[config.mk]
export PLATFORM = sky130hd
export DESIGN_NAME = controle_clima
export DESIGN_NICKNAME = d
export VERILOG_FILES = /design/src/rtl/controle_clima.sv
export SDC_FILE = /design/constraint.sdc
export NUM_CORES = 1
export LEC_CHECK = 0
export ABC_AREA = 1
export CELL_PAD_IN_SITES_DETAIL_PLACEMENT = 1
export CELL_PAD_IN_SITES_GLOBAL_PLACEMENT = 1
export CORE_MARGIN = 3
export CORE_UTILIZATION = 40
export DETAILED_ROUTE_END_ITERATION = 7
export DONT_BUFFER_PORTS = 1
export GPL_TIMING_DRIVEN = 0
export PLACE_DENSITY = 0.77
export SLEW_MARGIN = 10
export SYNTH_ARGS = -nofsm -noshare
export SYNTH_HDL_FRONTEND = slang
export SYNTH_SLANG_ARGS = --single-unit
export TNS_END_PERCENT = 1
[constraint.sdc]
create_clock -name clock -period 7.35 [get_ports clock]
set_input_delay 0.735 -clock clock [delete_from_list [all_inputs] [get_ports clock]]
set_output_delay 0.735 -clock clock [all_outputs]
set_load 0.005 [all_outputs]
[src/rtl/controle_clima.sv]
// Climate controller: turns DHT11 samples into a committed temperature level,
// a slowly ramped fan duty, a dehumidifier relay with minimum on-time, and a fail-safe.
module controle_clima #(
  parameter int HISTERESE     = 1,
  parameter int PERIODO_RAMPA = 50_000_000,
  parameter int MIN_RELE      = 250_000_000,
  parameter int MAX_ERROS     = 3
) (
  input  logic        clock,
  input  logic        reset,
  input  logic        medida_valida,
  input  logic        erro_medida,
  input  logic [15:0] temperatura,
  input  logic [15:0] umidade,
  input  logic [15:0] lim_temp1,
  input  logic [15:0] lim_temp2,
  input  logic [15:0] lim_temp3,
  input  logic [15:0] lim_temp4,
  input  logic [15:0] lim_umidade,
  output logic [2:0]  nivel_temperatura,
  output logic [2:0]  duty_ventoinha,
  output logic        rele,
  output logic        servo_habilita,
  output logic        falha,
  output logic [3:0]  db_estado
);

  typedef enum logic [1:0] {
    ESPERA = 2'd0,
    AVALIA = 2'd1,
    RAMPA  = 2'd2,
    FALHA  = 2'd3
  } estado_t;

  localparam logic [7:0]  MAX_E     = 8'(MAX_ERROS);
  localparam logic [31:0] RAMPA_FIM = 32'(PERIODO_RAMPA - 1);
  localparam logic [31:0] RELE_MIN  = 32'(MIN_RELE);
  localparam logic [8:0]  HIST      = 9'(HISTERESE);

  estado_t     estado_reg, estado_next;
  logic [7:0]  temp_reg, temp_next;
  logic [7:0]  umid_reg, umid_next;
  logic [7:0]  lim_umid_reg, lim_umid_next;
  logic [7:0]  lim_reg [4];
  logic [7:0]  lim_next [4];
  logic [7:0]  lim_in [4];
  logic [2:0]  nivel_reg, nivel_next;
  logic [2:0]  duty_reg, duty_next;
  logic        rele_reg, rele_next;
  logic        falha_reg, falha_next;
  logic        pendente_reg, pendente_next;
  logic [7:0]  erro_cnt_reg, erro_cnt_next;
  logic [31:0] rampa_cnt_reg, rampa_cnt_next;
  logic [31:0] rele_cnt_reg, rele_cnt_next;

  logic [3:0]  acima, acima_hist;
  logic [8:0]  temp_hist, umid_hist;
  logic [2:0]  sobe, desce, nivel_novo, duty_passo;
  logic        captura, fim_rampa;
  logic        unused_bytes;

  // Only the integer byte of each sample/limit carries information.
  assign unused_bytes = ^{temperatura[7:0], umidade[7:0], lim_temp1[7:0], lim_temp2[7:0],
                          lim_temp3[7:0], lim_temp4[7:0], lim_umidade[7:0]};

  assign lim_in[0] = lim_temp1[15:8];
  assign lim_in[1] = lim_temp2[15:8];
  assign lim_in[2] = lim_temp3[15:8];
  assign lim_in[3] = lim_temp4[15:8];

  assign temp_hist = {1'b0, temp_reg} + HIST;
  assign umid_hist = {1'b0, umid_reg} + HIST;

  genvar gi;
  generate
    for (gi = 0; gi < 4; gi++) begin : g_limiar
      assign acima[gi]      = {1'b0, temp_reg} >= {1'b0, lim_reg[gi]};
      assign acima_hist[gi] = temp_hist >= {1'b0, lim_reg[gi]};
    end
  endgenerate

  always_comb begin
    sobe  = '0;
    desce = '0;
    for (int i = 0; i < 4; i++) begin
      sobe  = sobe + 3'(acima[i]);
      desce = desce + 3'(acima_hist[i]);
    end
  end

  // Level rises on the plain count, falls only once the hysteresis-widened count drops.
  always_comb begin
    nivel_novo = nivel_reg;
    if (sobe > nivel_reg)
      nivel_novo = sobe;
    else if (desce < nivel_reg)
      nivel_novo = desce;
  end

  assign duty_passo = (duty_reg < nivel_reg) ? duty_reg + 3'd1 : duty_reg - 3'd1;
  assign captura    = medida_valida && (estado_reg != AVALIA);

  always_comb begin
    estado_next    = estado_reg;
    temp_next      = temp_reg;
    umid_next      = umid_reg;
    lim_umid_next  = lim_umid_reg;
    for (int i = 0; i < 4; i++) lim_next[i] = lim_reg[i];
    nivel_next     = nivel_reg;
    duty_next      = duty_reg;
    rele_next      = rele_reg;
    falha_next     = falha_reg;
    pendente_next  = pendente_reg;
    erro_cnt_next  = erro_cnt_reg;
    rampa_cnt_next = rampa_cnt_reg;
    rele_cnt_next  = (rele_cnt_reg != '1) ? rele_cnt_reg + 32'd1 : rele_cnt_reg;
    fim_rampa      = 1'b0;

    if (medida_valida)
      erro_cnt_next = '0;
    else if (erro_medida && estado_reg != FALHA && erro_cnt_reg < MAX_E)
      erro_cnt_next = erro_cnt_reg + 8'd1;

    if (captura) begin
      temp_next     = temperatura[15:8];
      umid_next     = umidade[15:8];
      lim_umid_next = lim_umidade[15:8];
      for (int i = 0; i < 4; i++) lim_next[i] = lim_in[i];
    end

    case (estado_reg)
      ESPERA: begin
        if (medida_valida) estado_next = AVALIA;
      end
      AVALIA: begin
        nivel_next     = nivel_novo;
        rampa_cnt_next = '0;
        estado_next    = (duty_reg != nivel_novo) ? RAMPA : ESPERA;
        if (!rele_reg && umid_reg > lim_umid_reg) begin
          rele_next     = 1'b1;
          rele_cnt_next = '0;
        end else if (rele_reg && umid_hist <= {1'b0, lim_umid_reg} && rele_cnt_reg >= RELE_MIN) begin
          rele_next = 1'b0;
        end
      end
      RAMPA: begin
        if (medida_valida) pendente_next = 1'b1;
        if (duty_reg == nivel_reg) begin
          fim_rampa = 1'b1;
        end else if (rampa_cnt_reg >= RAMPA_FIM) begin
          rampa_cnt_next = '0;
          duty_next      = duty_passo;
          fim_rampa      = (duty_passo == nivel_reg);
        end else begin
          rampa_cnt_next = rampa_cnt_reg + 32'd1;
        end
        // A sample captured mid-ramp is evaluated as soon as the ramp lands.
        if (fim_rampa) begin
          estado_next   = (pendente_reg || medida_valida) ? AVALIA : ESPERA;
          pendente_next = 1'b0;
        end
      end
      FALHA: begin
        if (medida_valida) begin
          falha_next  = 1'b0;
          estado_next = AVALIA;
        end
      end
      default: estado_next = ESPERA;
    endcase

    if (erro_cnt_reg >= MAX_E && estado_reg != FALHA) begin
      estado_next   = FALHA;
      duty_next     = 3'd4;
      nivel_next    = 3'd4;
      rele_next     = 1'b0;
      falha_next    = 1'b1;
      pendente_next = 1'b0;
    end
  end

  always_ff @(posedge clock or posedge reset) begin
    if (reset) begin
      estado_reg    <= ESPERA;
      temp_reg      <= '0;
      umid_reg      <= '0;
      lim_umid_reg  <= '0;
      for (int i = 0; i < 4; i++) lim_reg[i] <= '0;
      nivel_reg     <= '0;
      duty_reg      <= '0;
      rele_reg      <= 1'b0;
      falha_reg     <= 1'b0;
      pendente_reg  <= 1'b0;
      erro_cnt_reg  <= '0;
      rampa_cnt_reg <= '0;
      rele_cnt_reg  <= '0;
    end else begin
      estado_reg    <= estado_next;
      temp_reg      <= temp_next;
      umid_reg      <= umid_next;
      lim_umid_reg  <= lim_umid_next;
      for (int i = 0; i < 4; i++) lim_reg[i] <= lim_next[i];
      nivel_reg     <= nivel_next;
      duty_reg      <= duty_next;
      rele_reg      <= rele_next;
      falha_reg     <= falha_next;
      pendente_reg  <= pendente_next;
      erro_cnt_reg  <= erro_cnt_next;
      rampa_cnt_reg <= rampa_cnt_next;
      rele_cnt_reg  <= rele_cnt_next;
    end
  end

  assign nivel_temperatura = nivel_reg;
  assign duty_ventoinha    = duty_reg;
  assign rele              = rele_reg;
  assign falha             = falha_reg;
  assign servo_habilita    = (nivel_reg >= 3'd2);
  assign db_estado         = {2'b00, estado_reg};

endmodule

### After elaboration in Yosys (flattened, before gate mapping)

Index checks and enable logic that the tools add are counted.

* register bits after elaboration: 139
* input bits: 116
* output and inout port bits: 13
* word-level logic and storage cells: 123

* add/subtract/negate cells: 13
* order comparisons: 18
* equality and inequality tests: 13
* muxes and demuxes: 37
* reduce and logical (&&, ||, !) cells: 26

Operator list (count)
* two-way mux 32 bit: 5
* adder 32 x 1 -> 32 bit (second input constant): 2
* one-hot mux 32 bit (2 select lines): 1
* >= comparator 9 x 8 -> 1 bit: 4
* >= comparator 32 x 26 -> 1 bit (second input constant): 1
* >= comparator 32 x 28 -> 1 bit (second input constant): 1
* >= comparator 8 bit: 4
* != test 32 bit (second input constant): 1
* two-way mux 3 bit: 9
* adder 8 x 1 -> 9 bit (second input constant): 2
* two-way mux 8 bit: 2
* two-way mux 1 bit: 15
* nonzero test 2 bit: 7
* AND reduction 2 bit: 5
* less-or-equal comparator 9 x 8 -> 1 bit: 1
* adder 8 x 1 -> 8 bit (second input constant): 1
* >= comparator 8 x 2 -> 1 bit (second input constant): 1
* greater-than comparator 8 bit: 1
* < comparator 8 x 2 -> 1 bit (second input constant): 1
* two-way mux 2 bit: 4
* logical AND 1 bit: 7
* adder 2 x 1 -> 3 bit: 2
* adder 3 x 1 -> 3 bit: 2
* equality test 3 bit: 2
* 20 further kinds: 26

### Depth between registers and ports, before layout

Gate-level depths: netlist of run 1.

* depth after elaboration: 12
* mapped depth: 29
* depth with buffers taken out: 29

### Least setup slack after synthesis of run 1

OpenSTA, ideal clock, no wires.

* path kind: reg-to-reg
* from: register temp_reg[0]
* to: register estado_reg[1]
* data arrival time: 3824 ps
* setup slack: 3408 ps
* cell stages (with the launch flop): 27
* path buffers: 0
* period minus slack after synthesis: 3942 ps
* cell sequence: dfrtp_1 > ha_1 > nand2_1 > nor2_1 > xnor2_1 > inv_1 > ha_1 > nand2_1 > o21ai_0 > nand3_1 > a21boi_0 > nor3_1 > fa_1 > inv_1 > ha_1 > ha_1 > ha_1 > a21oi_1 > nand3_1 > nand2_1 > nand2_1 > nand2_1 > nor2_1 > nor2_1 > nand2_1 > nand4_1 > nand2_1

* word-level cells in the longest chain between the ends: 12
* elaborated cells between the ends (all ways): 23

Ends and longest elaborated chain
* start, declared: RTL line 41 `logic [7:0] temp_reg, temp_next;`
* start signal, assigned: RTL line 199 `temp_reg <= temp_next;`
* adder 8 x 1 -> 9 bit: RTL line 71 `assign temp_hist = {1'b0, temp_reg} + HIST;`
* >= comparator 9 x 8 -> 1 bit: RTL line 78 `assign acima_hist[gi] = temp_hist >= {1'b0, lim_reg[gi]};`
* adder 1 x 1 -> 2 bit: RTL line 87 `desce = desce + 3'(acima_hist[i]);`
* adder 2 x 1 -> 3 bit: RTL line 87
* adder 3 x 1 -> 3 bit: RTL line 87
* < comparator 3 bit: RTL line 96 `else if (desce < nivel_reg)`
* two-way mux 3 bit: RTL line 96
* two-way mux 3 bit *: RTL line 94 `if (sobe > nivel_reg)`
* != test 3 bit *: RTL line 138 `estado_next = (duty_reg != nivel_novo) ? RAMPA : ESPERA;`
* two-way mux 2 bit *: RTL line 138
* one-hot mux 2 bit (3 select lines) *: RTL line 131 `case (estado_reg)`
* two-way mux 2 bit *: RTL line 172 `if (erro_cnt_reg >= MAX_E && estado_reg != FALHA) begin`
* end signal, assigned: RTL line 198 `estado_reg <= estado_next;`
* end, declared: RTL line 40 `estado_t estado_reg, estado_next;`

Mark *: on every way between the ends. The rest lies on a longest branch, timed or not.
A chain may end at the register's enable or synchronous reset.

### Final worst setup path of run 1

Same ends and word-level chain as after synthesis.

==> flow_metrics.py, run 1 <==
metrics = {
    "yosys": {
        "synth_common_cells": "213 x nand2_1, 185 x inv_1, 157 x nor2_1",
        "synth_flop_cell": "dfrtp_1",
        "netlist_instances": 1198,
        "synth_top_area_share": 0.3697,
        "ys_ff_latch": 139,
        "synth_largest_area_cell": "dfrtp_1",
        "synth.avg_cell_area_um2": 7.853,
        "syn-cell-area_um2": 9408,
        "async_flop_share": 1.000,
        "synth_warnings": 0,
        "yosys-top-cells-area": "dfrtp_1 37%, ha_1 14%, nand2_1 8.5%",
        "synth-edff-count": 0,
        "ys_seq_area_frac": 0.3697,
        "synth.most_common_cell": "nand2_1",
        "ys_types": 47,
    },
    "grt": {
        "grt_max_degree": 105,
        "grt_pass1_vias": 8831,
        "track_usage": 0.2136,
        "antenna_found_initial": 0,
        "grt_overflow": 0,
        "grt_pass1_wl_um": 44300,
    },
    "clocking": {
        "cts_setup_buffers": 0,
        "worstSkewPairLatency_ns": 0.44,
        "cts_made_buffers": 17,
        "cts_resized": 0,
        "htree_levels": 4,
        "cts-hold-fix-buffers": 0,
        "cts_root_buf": "clkbuf_16",
        "max-clock-path-buffers": 2,
        "clk_pin_slew_ns": 0.08,
        "tritoncts": "yes",
        "cts.sinks": 139,
    },
    "drt": {
        "post_drt_wl_per_cell_um": 17.16,
        "drc_errors": 0,
        "vias": 8079,
        "ant_nets": 0,
        "drt_iter0_markers": 294,
        "firstDrtPassIters": 4,
        "viasPerCell": 5.229,
        "finalWirelength_um": 26520,
    },
    "final_layout": {
        "nFillCells": 2860,
        "diodes": 0,
        "areaGrowthSynthToFinish_pct": 10.89,
        "fin_cells": 1545,
        "multi_input_area_um2": 5122,
        "finish.utilization": 0.4566,
        "nets": 1440,
        "fin_area_um2": 10430,
        "area.sequential_um2": 3478,
        "drive_gt1_frac": 0.07468,
    },
    "setup_path": {
        "slowest_stage": "fa_1",
        "slowest_delay_ns": 0.56,
        "crit_buf_inv": 2,
        "crit_start": "temp_reg[0]",
        "r2r_slack_ns": 2.42,
        "cp_max_fo": 7,
        "start_kind": "flop",
        "critPathTopFamily": "adder cells",
        "worstPathArrival_ns": 5.25,
        "cp-end-kind": "flop",
        "timing_worst_setup_path_type": "flop to flop",
        "crit_required_ns": 7.67,
        "r2r_start": "temp_reg[0]",
        "crit_top_cell": "nand2_1",
    },
    "timing": {
        "fin_crit_sh": 0.6713,
        "final_hold_viol_count": 0,
        "fin_setup_tns_ns": 0,
        "slew_violations": 0,
        "fin_ws_ns": 2.416,
        "max_slew.worst_pin.slew_ns": 0.7705,
        "hold-worst-slack_ns": 0.1145,
        "rsz0062_at_grt": "no",
        "min_period_ns": 4.934,
        "setup_viol": 0,
        "relSlewSlack": 0.4863,
        "fin_skew_ns": 0.01952,
        "fmax_mhz": 202.7,
    },
    "outcome": {
        "status": "complete, no violations",
    },
    "die": {
        "die_y_um": 159.4,
        "core_um2": 22850,
        "die_area_um2": 25400,
        "row_count": 55,
        "ios": 129,
        "die_w_um": 159.4,
        "start_util": 0.4118,
    },
    "placement": {
        "dp_cells": 1513,
        "globalplace.congestion": 0.9001,
        "portBuffers": 0,
        "post-dp-hpwl_um": 20280,
        "postPlaceCellArea_um2": 9838,
        "place_ws_ns": 2.560,
    },
    "worst_hold_path": {
        "hold_class": "input port to async pin",
    },
    "run": {
        "maxCapViolCount": 0,
    },
    "power": {
        "power.leakage_nw": 5.324,
        "peakVddDrop_uv": 285.8,
        "power_density_nw_per_um2": 467.3,
        "power_mw": 4.875,
    },
}
==> kinds of logic (layout without fill, tap and decap cells) <==
kind of cell,Yosys count,count (layout),share of synthesized area
AND/OR/NAND/NOR,508,508,0.2379
XOR/XNOR,49,49,0.04562
AO/OA/AOI/OAI,172,172,0.1013
multiplexers,14,14,0.01676
buffers and inverters,210,243,0.08618
flip-flops,139,139,0.3697
adder cells (fa/ha/maj),105,105,0.1420
other,1,2,0.0003986
==> metal layers <==
layer	global-route usage	part of all wire	vias to the layer above
met5	0	0	-
met4	0.08237	0.032	0
met3	0.04370	0.037	56
met2	0.3751	0.49	111
met1	0.2573	0.44	3975
li1	-	-	3937
==> worst reg2reg max path, stage by stage (launching register included) <==
cell      delay (ns)
dfrtp_1         0.53
ha_1            0.26
nand2_1         0.09
nor2_1          0.35
xnor2_1         0.17
inv_1           0.12
ha_1            0.32
nand2_1         0.06
o21ai_0         0.25
nand3_1         0.11
a21boi_0        0.18
nor3_1          0.09
fa_1            0.56
inv_1           0.05
ha_1            0.19
ha_1            0.21
ha_1            0.30
a21oi_1         0.25
nand3b_1        0.14
nand2_1         0.09
nand2_1         0.05
nand2_1         0.09
nor2_1          0.05
nor2_1          0.11
nand2_1         0.08
nand4_1         0.08
nand2_1         0.05
==> layout make-up <==
class	count	area share
tap	313	0.03754
clock inverter	15	0.01619
multi-input combinational	850	0.4910
buffer	21	0.009715
timing repair buffer	1	0.002639
clock buffer	17	0.04078
inverter	189	0.06872
sequential	139	0.3334
==> worst paths after layout <==
check,depth (start not counted),to
setup / recovery,26,estado_reg[1]
hold / removal,1,rampa_cnt_reg[27]
setup reg to reg,26,estado_reg[1]
hold reg to reg,2,erro_cnt_reg[5]
max in group asynchronous,2,temp_reg[7]
min in group clock,1,lim_reg[16]
==> layout by cell type, fill, tap and decap left out, types with 3 or more instances in the layout <==
cell type  Yosys  final
a21boi_0       4      4
a21oi_1       96     96
a22oi_1        4      4
buf_2          9      9
buf_4          3      3
clkbuf_1       9      9
clkbuf_16      0     17
clkinv_8       0      4
dfrtp_1      139    139
fa_1           3      3
ha_1         102    102
inv_1        185    184
inv_2          3      3
inv_6          0      7
inv_8          0      4
mux2_2        14     14
nand2_1      213    213
nand2_2        4      4
nand2_4        3      3
nand3_1       55     55
nand3_2        3      3
nand3b_1       4      4
nand4_1       18     18
nor2_1       157    157
nor2_2         4      4
nor2_4         6      6
nor3_1        28     28
nor4_1         7      7
o211ai_1       3      3
o21ai_0       37     37
o21ai_2        3      3
o22ai_1       12     12
xnor2_1       15     15
xor2_1        34     34
==> power by group <==
group          internal (mW)  switching [mW]
combinational           1.04            1.81
clock                  0.458           0.417
sequential             0.960           0.191
(Power assumes the default switching activity.)
==> inputs of run 2 (changes only) <==
Clock period 7.35 ns to 4.8 ns, I/O delays scaled along.
==> run 2 against run 1 <==
Compared with the run above:
- clock skew about the same
- non-clock buffer count rose by 5
- cell count grew 0.32%
- sequential cell count unchanged
- combinational power is 56% higher
- setup slack worse by 2.1 ns
- first-iteration DRC count rose by 0.34%
==> flow_metrics.py, run 2 (same netlist as run 1, synthesis figures left out) <==
metrics = {
    "clocking": {
        "tritoncts": "yes",
        "cts_root_buf": "clkbuf_16",
        "max-clock-path-buffers": 2,
        "htree_levels": 4,
        "worstSkewPairLatency_ns": 0.44,
        "clk_pin_slew_ns": 0.08,
        "cts.sinks": 139,
        "cts_made_buffers": 17,
    },
    "placement": {
        "globalplace.congestion": 0.9001,
        "post-dp-hpwl_um": 20280,
        "dp_cells": 1513,
        "portBuffers": 0,
    },
    "timing": {
        "max_slew.worst_pin.slew_ns": 0.7772,
        "fmax_mhz": 225.4,
        "fin_skew_ns": 0.01996,
        "slew_violations": 0,
        "setup_viol": 0,
        "fin_crit_sh": 0.9243,
        "fin_setup_tns_ns": 0,
        "hold-worst-slack_ns": 0.1787,
        "relSlewSlack": 0.4818,
        "final_hold_viol_count": 0,
        "min_period_ns": 4.437,
    },
    "drt": {
        "drt_iter0_markers": 295,
        "firstDrtPassIters": 4,
        "viasPerCell": 5.237,
        "drc_errors": 0,
        "post_drt_wl_per_cell_um": 17.22,
        "vias": 8117,
        "ant_nets": 0,
        "finalWirelength_um": 26690,
    },
    "power": {
        "power_mw": 7.571,
        "peakVddDrop_uv": 412.5,
        "power.leakage_nw": 5.351,
        "power_density_nw_per_um2": 719.7,
    },
    "final_layout": {
        "nets": 1445,
        "final_common_cell": "nand2_1",
        "area.sequential_um2": 3482,
        "multi_input_area_um2": 5166,
        "areaGrowthSynthToFinish_pct": 11.82,
        "fin_cells": 1550,
        "drive_gt1_frac": 0.08812,
        "final_cell_mix": "213 x nand2_1, 183 x inv_1, 156 x nor2_1",
        "diodes": 0,
        "finish.utilization": 0.4605,
        "nFillCells": 2846,
    },
    "worst_hold_path": {
        "hold_class": "input port to flop",
    },
    "setup_path": {
        "r2r_start": "temp_reg[2]",
        "rr_worst_depth": 27,
        "start_kind": "flop",
        "reg2reg_to": "estado_reg[1]",
        "cp_max_fo": 8,
        "crit_start": "temp_reg[2]",
        "worstPathArrival_ns": 4.76,
        "crit_required_ns": 5.12,
        "cp-end-kind": "flop",
        "r2r_slack_ns": 0.36,
        "endpoint": "estado_reg[1]",
        "timing_worst_setup_path_type": "flop to flop",
    },
    "die": {
        "die_area_um2": 25400,
        "die_w_um": 159.4,
        "ios": 129,
        "core_um2": 22850,
        "row_count": 55,
        "start_util": 0.4118,
        "die_y_um": 159.4,
    },
    "run": {
        "maxCapViolCount": 0,
    },
    "grt": {
        "grt_max_degree": 105,
        "track_usage": 0.2137,
        "antenna_found_initial": 0,
        "grt_pass1_wl_um": 44330,
        "grt_pass1_vias": 8843,
        "grt_overflow": 0,
    },
    "outcome": {
        "status": "complete, no violations",
    },
}
## run 2: report_power, final
part	total, mW	internal (mW)	switching [mW]
clock	1.35	0.702	0.643
combinational	4.46	1.64	2.82
sequential	1.76	1.47	0.290
## run 2: worst max-delay path, cell delays in order, from the launching register on
cell and delay (ns):
dfrtp_2 0.51, nand3_1 0.18, nor2_1 0.21, nand2_1 0.13, nor3_2 0.17, xor2_1 0.18
inv_1 0.12, ha_1 0.30, a21boi_0 0.23, nor3_1 0.09, fa_1 0.51, inv_1 0.05
ha_1 0.19, ha_1 0.29, ha_1 0.28, nand2_1 0.04, inv_1 0.04, nand2_1 0.07
nand2_1 0.08, nand2_1 0.06, nand2_1 0.06, nand2_1 0.05, nand2_1 0.09, nor2_1 0.05
nor2_1 0.11, nand2_1 0.08, nand4_1 0.08, nand2_1 0.05
## run 2: metal layers
layer	GRT usage	vias to the layer above	wire length, um
li1	-	3941	-
met4	0.08237	0	802
met1	0.2575	4004	11760
met5	0	-	0
met3	0.04344	55	940
met2	0.3755	117	13190
## run 2: what timing repair did
| item | CTS | global route |
|---|---|---|
| hold endpoints to repair | 35 | 0 |
| endpoints found under the setup margin | 1 | 3 |
| setup buffers | 0 | 4 |
| pin swaps | 0 | 1 |
| gates resized for setup | 2 | 17 |
| hold buffers | 1 | 0 |
| cloned | 0 | 0 |
## run 2: layout make-up
cell class                      instances  area share
Clock inverter                         15     0.01606
Timing Repair Buffer                    6    0.006422
Sequential cell                       139      0.3310
Clock buffer                           17     0.04044
Multi-Input combinational cell        850      0.4911
Buffer                                 21    0.009634
Inverter                              189     0.06815
Tap cell                              313     0.03723
## run 2: worst min path at each step
stage / startpoint / end / slack (ns) / cells past startpoint
6_report: lim_temp2[8] / lim_reg[16] / 0.18 / 1
5_1_grt: lim_temp3[8] / lim_reg[8] / 0.17 / 1
4_1_cts: lim_temp3[8] / lim_reg[8] / 0.17 / 1
3_5_place_dp: reset / rampa_cnt_reg[28] / 0.33 / 1
3_3_place_gp: erro_cnt_reg[4] / erro_cnt_reg[4] / 0.47 / 2
2_1_floorplan: erro_cnt_reg[4] / erro_cnt_reg[4] / 0.46 / 2
## run 2: per-stage QoR
step | setup slack [ns] | area (um^2)
6_report | 0.3635 | 10520
2_1_floorplan | 0.5955 | 9412
5_1_grt | -0.01988 | 10520
3_5_place_dp | 0.01039 | 9838
3_3_place_gp | -1.215 | 9803
4_1_cts | 0.02016 | 10450
